## src/rtl/queue_pkg.sv

```systemverilog
// Shared policy constants and pointer helper for the ring_queue family.
package queue_pkg;

  localparam bit POLICY_DROP      = 1'b0;
  localparam bit POLICY_OVERWRITE = 1'b1;

  // Advance a ring pointer, wrapping explicitly at limit-1 so any depth works.
  function automatic logic [31:0] ptr_inc(input logic [31:0] ptr, input logic [31:0] limit);
    return (ptr == limit - 32'd1) ? 32'd0 : ptr + 32'd1;
  endfunction

endpackage

```

## src/rtl/ring_queue_mem.sv

```systemverilog
// DEPTH x WIDTH flop array: one write port, one registered read port
// that returns the pre-write contents when both ports hit the same entry.
module ring_queue_mem #(
  parameter int unsigned WIDTH = 8,
  parameter int unsigned DEPTH = 16,
  parameter int unsigned AW    = 4
) (
  input  logic             clk,
  input  logic             rst,
  input  logic             we,
  input  logic [AW-1:0]    waddr,
  input  logic [WIDTH-1:0] wdata,
  input  logic             re,
  input  logic [AW-1:0]    raddr,
  output logic [WIDTH-1:0] rdata
);

  logic [WIDTH-1:0] mem_q [DEPTH];
  logic [WIDTH-1:0] rdata_d, rdata_q;

  always_ff @(posedge clk) begin
    if (we) mem_q[waddr] <= wdata;
  end

  // Read register holds its last word while no read is issued.
  always_comb begin
    rdata_d = rdata_q;
    if (re) rdata_d = mem_q[raddr];
  end

  always_ff @(posedge clk or posedge rst) begin
    if (rst) rdata_q <= '0;
    else     rdata_q <= rdata_d;
  end

  assign rdata = rdata_q;

endmodule

```

## src/rtl/ring_queue.sv

```systemverilog
// Parametrised circular FIFO with build-time overwrite-oldest / drop-newest
// policy on full; pointers, occupancy and status pulses live here.
module ring_queue
  import queue_pkg::*;
#(
  parameter int unsigned WIDTH     = 8,
  parameter int unsigned DEPTH     = 16,
  parameter bit          OVERWRITE = POLICY_OVERWRITE,
  localparam int unsigned CW       = $clog2(DEPTH + 1)
) (
  input  logic             clk,
  input  logic             rst,
  input  logic             flush,
  input  logic             insert,
  input  logic             read,
  input  logic [WIDTH-1:0] data_i,
  output logic             valid_o,
  output logic [WIDTH-1:0] data_o,
  output logic [CW-1:0]    count_o,
  output logic             empty_o,
  output logic             full_o,
  output logic             dropped_o,
  output logic             underflow_o
);

  localparam int unsigned PW = (DEPTH > 1) ? $clog2(DEPTH) : 1;

  logic [PW-1:0] wr_ptr_d, wr_ptr_q;
  logic [PW-1:0] rd_ptr_d, rd_ptr_q;
  logic [CW-1:0] count_d, count_q;
  logic          valid_d, valid_q;
  logic          dropped_d, dropped_q;
  logic          underflow_d, underflow_q;
  logic          mem_we, mem_re;
  logic          is_empty, is_full;

  function automatic logic [PW-1:0] ptr_next(input logic [PW-1:0] p);
    return PW'(ptr_inc(32'(p), 32'(DEPTH)));
  endfunction

  assign is_empty = (count_q == '0);
  assign is_full  = (count_q == CW'(DEPTH));

  // Read is resolved on pre-edge state first; an insert on full with a
  // concurrent read frees a slot, so it never counts as a drop.
  always_comb begin
    wr_ptr_d    = wr_ptr_q;
    rd_ptr_d    = rd_ptr_q;
    count_d     = count_q;
    valid_d     = 1'b0;
    dropped_d   = 1'b0;
    underflow_d = 1'b0;
    mem_we      = 1'b0;
    mem_re      = 1'b0;
    if (flush) begin
      wr_ptr_d = '0;
      rd_ptr_d = '0;
      count_d  = '0;
    end else begin
      if (read) begin
        if (is_empty) begin
          underflow_d = 1'b1;
        end else begin
          mem_re   = 1'b1;
          valid_d  = 1'b1;
          rd_ptr_d = ptr_next(rd_ptr_q);
        end
      end
      if (insert) begin
        if (!is_full || read) begin
          mem_we   = 1'b1;
          wr_ptr_d = ptr_next(wr_ptr_q);
        end else if (OVERWRITE) begin
          mem_we    = 1'b1;
          wr_ptr_d  = ptr_next(wr_ptr_q);
          rd_ptr_d  = ptr_next(rd_ptr_q);
          dropped_d = 1'b1;
        end else begin
          dropped_d = 1'b1;
        end
      end
      if (mem_we && !mem_re && !is_full) begin
        count_d = count_q + CW'(1);
      end else if (mem_re && !mem_we) begin
        count_d = count_q - CW'(1);
      end
    end
  end

  always_ff @(posedge clk or posedge rst) begin
    if (rst) begin
      wr_ptr_q    <= '0;
      rd_ptr_q    <= '0;
      count_q     <= '0;
      valid_q     <= 1'b0;
      dropped_q   <= 1'b0;
      underflow_q <= 1'b0;
    end else begin
      wr_ptr_q    <= wr_ptr_d;
      rd_ptr_q    <= rd_ptr_d;
      count_q     <= count_d;
      valid_q     <= valid_d;
      dropped_q   <= dropped_d;
      underflow_q <= underflow_d;
    end
  end

  ring_queue_mem #(
    .WIDTH (WIDTH),
    .DEPTH (DEPTH),
    .AW    (PW)
  ) u_mem (
    .clk   (clk),
    .rst   (rst),
    .we    (mem_we),
    .waddr (wr_ptr_q),
    .wdata (data_i),
    .re    (mem_re),
    .raddr (rd_ptr_q),
    .rdata (data_o)
  );

  assign valid_o     = valid_q;
  assign dropped_o   = dropped_q;
  assign underflow_o = underflow_q;
  assign count_o     = count_q;
  assign empty_o     = is_empty;
  assign full_o      = is_full;

endmodule

```

## config.mk

```make
export PLATFORM = sky130hd
export DESIGN_NAME = ring_queue
export DESIGN_NICKNAME = d
export VERILOG_FILES = /design/src/rtl/queue_pkg.sv /design/src/rtl/ring_queue_mem.sv /design/src/rtl/ring_queue.sv
export SDC_FILE = /design/constraint.sdc
export NUM_CORES = 1
export LEC_CHECK = 0
export ABC_CLOCK_PERIOD_IN_PS = 8000
export BUFFER_PORTS_ARGS = -buffer_cell sky130_fd_sc_hd__buf_4
export CAP_MARGIN = 20
export CORE_ASPECT_RATIO = 0.9
export CORE_MARGIN = 2
export CORE_UTILIZATION = 30
export CTS_CLUSTER_DIAMETER = 200
export DETAILED_ROUTE_END_ITERATION = 10
export GPL_ROUTABILITY_DRIVEN = 0
export PLACE_DENSITY_LB_ADDON = 0.15
export SLEW_MARGIN = 10
export SYNTH_ARGS = -nofsm -noshare
export SYNTH_HDL_FRONTEND = slang
export SYNTH_SLANG_ARGS = --single-unit
export TNS_END_PERCENT = 50
```

## constraint.sdc

```tcl
create_clock -name clk -period 8 [get_ports clk]
set_clock_uncertainty 0.05 [all_clocks]
set_input_delay 0.4 -clock clk [delete_from_list [all_inputs] [get_ports clk]]
set_output_delay 0.4 -clock clk [all_outputs]
set_load 0.01 [all_outputs]
```

Yosys cells after proc, flatten, opt, wreduce, memory -nomap -nowiden
Memories as Yosys holds them, arrays and structs flattened. A register that Yosys moved wholly into a read port is not among the register bits.
Index checks and enable logic that the tools add are counted.
{ "op_classes": {"n_eq_ne": 3, "n_reduce_logical": 10, "muxes": 28, "n_addsub": 4} }
{ "ops": {"columns": ["cell", "n"], "rows": [
  ["$mux 4", 9],
  ["$mux 1", 16],
  ["$mux 5", 3],
  ["$add 4x1->4 const B", 2],
  ["$eq 4x4->1 const B", 2],
  ["$add 5x1->5 const B", 1],
  ["$eq 5x5->1 const B", 1],
  ["$logic_not 5->1", 1],
  ["$sub 5x1->5 const B", 1],
  ["$logic_and 1x1->1", 3],
  ["$logic_not 1->1", 3],
  ["$reduce_bool 3->1", 1],
  ["$reduce_bool 2->1", 1],
  ["$logic_or 1x1->1", 1]
]} }
{ "word_totals": {"inputBits": 13, "n_memories": 1, "mem_bits_rw": 128, "register_bits": 16, "word_cells": 52} }
{ "memory_table": {"columns": ["memory", "words", "width", "read_ports", "rd_ports_with_merged_regs", "write_ports", "line", "rtl"], "rows": [
  ["u_mem.mem_q", 16, 8, 1, 1, 1, "ring_queue_mem.sv:18", "logic [WIDTH-1:0] mem_q [DEPTH];"]
]} }

Depth between registers and ports, before layout
Gate-level depths: netlist of the first run.
{ "logic_depth": {"ltp_word": 9, "mapped_depth": 8, "mapped_depth_nobuf": 7} }

By module
Synthesis of the first run repeated with hierarchy kept, for this count alone.
{ "hier_totals": {"hier_cells": 346, "hier_area_um2": 6349.8} }
{ "modules_own_cells": {"columns": ["mod", "cells_per_inst", "area_per_inst_um2", "n_inst"], "rows": [
  ["ring_queue_mem", 241, 5335.1, 1],
  ["ring_queue", 105, 1014.7, 1]
]} }

Least setup slack after synthesis of the first run
No wires, ideal clock.
{ "synth_path": {"path_type": "register -> register", "from": "reg count_q[1] (netlist: count_o[1])", "to": "reg count_q[4] (netlist: count_o[4])", "arrival_ns": 2.513, "t_required_ns": 7.808, "period_less_slack_ns": 2.705, "setup_slack_ns": 5.295, "path_stages_with_launch": 9, "setup_ns": 0.142, "cell_sequence": "dfrtp_1 -> or4_1 -> buf_6 -> o211ai_4 -> ha_1 -> a21o_1 -> a2111o_1 -> o211ai_1 -> a41oi_1"} }
{ "synth_via": {"elab_chain_cells": 9, "word_cells_on_any_way": 16} }
{ "synth_lines": {"columns": ["element", "line", "rtl"], "rows": [
  ["from (decl)", "ring_queue.sv:30", "logic [CW-1:0] count_d, count_q;"],
  ["from (signal assigned)", "ring_queue.sv:101", "count_q <= count_d;"],
  ["$logic_not 5->1", "ring_queue.sv:41", "assign is_empty = (count_q == '0);"],
  ["$mux 1", "ring_queue.sv:61", "if (is_empty) begin"],
  ["$mux 1", "ring_queue.sv:60", "if (read) begin"],
  ["$mux 1", "ring_queue.sv:55", "if (flush) begin"],
  ["$logic_not 1->1", "ring_queue.sv:82", "if (mem_we && !mem_re && !is_full) begin"],
  ["$logic_and 1x1->1 (2 in series)", "ring_queue.sv:82", null],
  ["$mux 5", "ring_queue.sv:82", null],
  ["$mux 5", "ring_queue.sv:55", null]
]} }
Parallel ways exist; a longest one is shown, timed or not. The select of a mux whose other input is x is not followed.
A chain may end at the register's enable or synchronous reset.

Final worst setup path of the first run
{ "layout_path": {"from": "reg count_q[0] (netlist: count_o[0])", "to": "reg count_q[4] (netlist: count_o[4])"} }
The elaborated chain is that of the path after synthesis.

==> metrics.cfg, run 1 <==
[clock_network]
cts_root_buf=clkbuf_16
cts_sinks=152
path_clk_slew_ps=60
htreeDepth=4
cts_resized=0
cts_setup_buffers=0
cts_tree=built
cts_made_buffers=17
insertion_delay_ps=420
cts_hold_buf=1
ctsLongestPathBuffers=2

[routing]
first_iter_violations=236
drcViolationCount=0
routedWlPerCell_um=20.2
vias=3537
totalWireLength_mm=14.6
vias_per_cell=4.89
drtPass1Iterations=7
ant_nets=0

[sta]
max_freq_ghz=0.342
min_period_ps=2930
setup_violations=0
slew_headroom_pct=35.2
drv_slew=0
min_period_over_period_pct=36.6
rsz0062_at_grt=no
tightest_slew_ps=968
tns_ps=0
finalHoldViolations=0

[critical_path]
path_delay_family=compound AO/OA/AOI/OAI gates
critPathMaxStageDelay_ps=730
critPathCaptureType=flop
cp.arrival_ps=3160
cp.required_ps=8230
worst-path-buf-inv=0
worstSetupStartpointType=flop
crit_path_top_delay_cell=or4_1
worstSetupPathType=reg2reg
crit_chain=or4_1 -> o211ai_4 -> ha_1 -> a21o_1 -> a2111o_1 -> o211ai_1 -> a41oi_1
cp_max_fo=11

[synthesis]
syn_inst=386
synthFlopType=edfxtp_1
syn_avg_cell_area_um2=16.3
ys_warn_count=0
synth-seq-cells=152
yosysSeqAreaShare_pct=70.5
async_flop_share_pct=15.8
synth_edf_count=128
ys_types=49
synth_area_um2=6300
syn_nets=409

[place]
dpl.cell_count=690
portBuffers=30
place_hpwl_mm=9.14

[layout]
n_antenna_cell=0
fillerInstances=1964
drive_gt1_share_pct=22.1
finalNonFillerCells=724
syn2layout_area_growth_pct=18.7
fin_nets=448

[grt]
track_usage_pct=14.1
antenna_found_initial=0
grt_pass1_vias=3703
grt_pass1_wl_mm=22.6
grt_max_degree=54
overflow=0

[floorplanning]
fp.dieH_um=141
fp.coreArea_um2=20700
start_util_pct=30.4
die_width_um=157
die-area_um2=22200
rows=50
ios=31

[power_and_ir_drop]
worst_ir_drop_vdd_mv=0.130
cellLeakagePower_nw=2.51
p_per_area_nw_per_um2=303

[job]
maxCapViolCount=0

[hold_path]
hold_path_class=in2reg

[run_status]
outcome=finished clean

## stage by stage
stage	power [mW]	area, um2	util [%]	hold slack (ps)	setup slack, ps
floorplan	1.33	6300	-	365	5290
global route	2.38	7480	36.1	210	4930
finish	2.27	7480	36.1	215	5070
CTS	2.29	7450	36.0	195	5080
detailed placement	1.50	6860	33.1	375	5090
global placement	1.49	6840	33.0	517	5150
## power breakdown
| group | total [mW] | switching (mW) | internal [mW] |
|---|---|---|---|
| Sequential | 0.950 | 0.0492 | 0.901 |
| Clock | 0.788 | 0.326 | 0.462 |
| Combinational | 0.532 | 0.289 | 0.243 |
## area by class of cell
class | count | area [um2] | area share [%]
Sequential cell | 152 | 4450 | 59.4
Multi-Input combinational cell | 205 | 1720 | 23.0
Clock buffer | 18 | 429 | 5.74
Tap cell | 286 | 358 | 4.78
Timing Repair Buffer | 40 | 343 | 4.58
Clock inverter | 14 | 150 | 2.01
Inverter | 9 | 33.8 | 0.452
## cells in the mapped netlist, drive strengths merged, types with 2 or more instances
cell | n | area (um2)
edfxtp | 128 | 3840
mux2i | 33 | 330
nor2 | 31 | 116
dfrtp | 24 | 601
mux4 | 16 | 360
o22ai | 16 | 100
a21oi | 14 | 77.6
nand3 | 11 | 55.1
buf | 10 | 63.8
clkbuf | 10 | 37.5
a31oi | 9 | 56.3
ha | 9 | 113
inv | 9 | 33.8
a22oi | 8 | 60.1
nand2b | 7 | 43.8
o21ai | 6 | 33.8
nand2 | 5 | 18.8
nand3b | 5 | 37.5
nor3 | 5 | 25.0
o211ai | 3 | 50.1
a21o | 2 | 15.0
nand4b | 2 | 17.5
nor3b | 2 | 15.0
nor4 | 2 | 18.8
o41ai | 2 | 25.0
or3 | 2 | 12.5
xor2 | 2 | 17.5
## sequential cells by signal, summed over array words and instances (netlist names)
register     count
u_mem.mem_q    128
u_mem.rdata      8
count_o          5
rd_ptr_q         4
wr_ptr_q         4
dropped_o        1
underflow_o      1
valid_o          1
## metal layers
layer  GRT usage, %  share of wire [%]
met5              0                  0
met4           4.68                1.4
met3           3.15                3.6
met2           22.8                 49
met1           18.8                 46
## placed cells by master (no fill, tap or decap), types with 3 or more instances in the layout
cell type and instances:
nand2b_1 7, edfxtp_1 128, inv_1 9, dfrtp_1 23, ha_1 9, nor2_1 31, clkinv_2 4, nor3_1 5
nand3_1 11, nand3b_1 5, mux4_2 16, a31oi_1 9, nand2_1 5, buf_4 37, a21oi_1 12, clkbuf_16 17
o21ai_0 4, o22ai_1 16, clkinv_4 3, mux2i_1 33, a22oi_1 8
## worst paths after layout
check,startpoint,depth (start not counted),to,slack (ps)
setup reg to reg,count_o[0],7,count_o[4],5070
setup / recovery,count_o[0],7,count_o[4],5070
max in group asynchronous,rst,4,u_mem.rdata[5],6960
hold / removal,read,2,dropped_o,220
min in group asynchronous,rst,3,dropped_o,490
hold reg to reg,u_mem.rdata[7],2,u_mem.rdata[7],510
## kinds of logic (layout without fill, tap and decap cells)
| logic type | Yosys count | in the layout | share of synthesized area (%) |
|---|---|---|---|
| compound gates | 65 | 65 | 7.41 |
| xor+xnor | 3 | 3 | 0.417 |
| mux | 49 | 49 | 11.0 |
| fa+ha+maj | 10 | 10 | 2.11 |
| buf+inv | 29 | 81 | 2.14 |
| flops | 152 | 152 | 70.5 |
| simple gates | 78 | 78 | 6.42 |
Note: power is estimated with default switching activity, not from simulation.
==> inputs of run 2 (changes only) <==
--- a/config.mk
+++ b/config.mk
@@ -5,7 +5,7 @@
 export SDC_FILE = /design/constraint.sdc
 export NUM_CORES = 1
 export LEC_CHECK = 0
-export ABC_CLOCK_PERIOD_IN_PS = 8000
+export ABC_CLOCK_PERIOD_IN_PS = 3000
 export BUFFER_PORTS_ARGS = -buffer_cell sky130_fd_sc_hd__buf_4
 export CAP_MARGIN = 20
 export CORE_ASPECT_RATIO = 0.9
==> constraint.sdc (replaced) <==
create_clock -name clk -period 3 [get_ports clk]
set_clock_uncertainty 0.05 [all_clocks]
set_input_delay 0.15 -clock clk [delete_from_list [all_inputs] [get_ports clk]]
set_output_delay 0.15 -clock clk [all_outputs]
set_load 0.01 [all_outputs]
==> metrics.cfg, run 2 (synthesis gave the netlist of run 1 again) <==
[run_status]
outcome=finished clean

[routing]
ant_nets=0
drtPass1Iterations=4
first_iter_violations=259
drcViolationCount=0
vias=3523
routedWlPerCell_um=19.1
vias_per_cell=4.74
totalWireLength_mm=14.2

[layout]
multi_input_area_um2=1720
drive_gt1_share_pct=24.6
layout_common_cells=edfxtp_1 (128), buf_4 (54), mux2i_1 (33)
fin_area_um2=7570
fillerInstances=1968
final_common_cell=edfxtp_1
largest_reg_flops=128
regMostFlops=u_mem.mem_q
syn2layout_area_growth_pct=20.2
fin_nets=466
area.sequential_um2=4450

[clock_network]
cts_setup_buffers=0
insertion_delay_ps=420
cts_root_buf=clkbuf_16
ctsLongestPathBuffers=2
htreeDepth=4
cts_tree=built
cts_resized=0
path_clk_slew_ps=60
cts_sinks=152
cts_made_buffers=17

[critical_path]
cp.required_ps=3240
cp_max_fo=11
r2r_start=count_o[0]
worstSetupPathType=reg2reg
critPathCaptureType=flop
ff2ff_path_depth=7
worstSetupStartpointType=flop
reg2reg_to=count_o[4]
cp.arrival_ps=2990
rrSetupSlack_ps=250

[floorplanning]
fp.coreArea_um2=20700
die_width_um=157
die-area_um2=22200
rows=50
start_util_pct=30.4
ios=31
fp.dieH_um=141

[place]
portBuffers=30
place_area_um2=6960
place_hpwl_mm=9.29

[power_and_ir_drop]
seqPwrFrac_pct=43.1
cellLeakagePower_nw=2.57
p_int_mw=4.22
power.share.clock_pct=33.9
swShare_pct=29.6
worst_ir_drop_vdd_mv=0.338
comb_power_share_pct=23.0
switchingPower_mw=1.77
p_per_area_nw_per_um2=791
power_mw=5.99

[sta]
min_period_ps=2750
finalHoldViolations=0
tightest_slew_ps=837
fin_hold_ws_ps=25.0
min_period_over_period_pct=91.8
drv_slew=0
max_freq_ghz=0.363
slew_headroom_pct=44.0
setup_violations=0
rsz0062_at_grt=no
tns_ps=0

[grt]
grt_pass1_wl_mm=21.8
grt_pass1_vias=3624
antenna_found_initial=0
grt_max_degree=22
track_usage_pct=13.7
overflow=0

[hold_path]
min_delay_worst_endpoint=u_mem.mem_q[7][2]
hp-start=data_i[2]
hold_path_class=in2reg
whs_path_depth=1

[job]
maxCapViolCount=0

[run 2: area by class of cell]
cell class | instances | area share [%]
antenna | 1 | 0.0330
tap | 286 | 4.73
inverter | 9 | 0.446
clock buffer | 17 | 5.62
clock inverter | 15 | 1.87
sequential | 152 | 58.7
timing repair buffer | 58 | 5.88
multi-input combinational | 205 | 22.7
[run 2: worst max path at each step]
| stage | startpoint | endpoint | slack, ps | cells past startpoint |
|---|---|---|---|---|
| global route | count_o[0] | count_o[4] | 100 | 7 |
| global placement | count_o[1] | count_o[4] | 290 | 7 |
| floorplan | count_o[1] | count_o[4] | 290 | 8 |
| CTS | count_o[1] | count_o[4] | 250 | 7 |
| detailed placement | count_o[1] | count_o[4] | 250 | 7 |
| finish | count_o[0] | count_o[4] | 250 | 7 |
[run 2: stage by stage]
stage,setup slack (ps),utilization (%),instances
final,247,36.6,743
after global routing,102,36.6,742
after CTS,246,36.6,742
after detailed placement,247,33.6,706
after global placement,292,33.6,706
after floorplan,295,-,386
[run 2: repair_timing]
item,CTS,global route
hold endpoints to repair,34,0
hold buffers,4,0
endpoints found under the setup margin,0,0
[run 2: power groups by stage]
stage / Sequential, mW / Clock (mW) / Combinational [mW]
after detailed placement: 2.64 / 0 / 1.39
after global routing: 2.61 / 2.16 / 1.51
after global placement: 2.63 / 0 / 1.39
after CTS: 2.59 / 2.09 / 1.40
after floorplan: 2.58 / 0 / 0.979
final: 2.58 / 2.03 / 1.38
[run 2: worst max-delay path, stage by stage, from the launching register on]
cell	delay (ps)
dfrtp_1	490
or4_1	610
o211ai_4	350
ha_1	310
a21o_1	180
a2111o_1	400
o211ai_1	100
a41oi_1	130
[run 2: routing by layer]
metal  global-route usage, %  share of wire (%)  up-vias
met5                       0                  0        -
met4                    4.97                1.2        0
met3                    3.05                3.4       17
met2                    22.0                 49       46
met1                    18.3                 46     1819
li1                        -                  -     1641
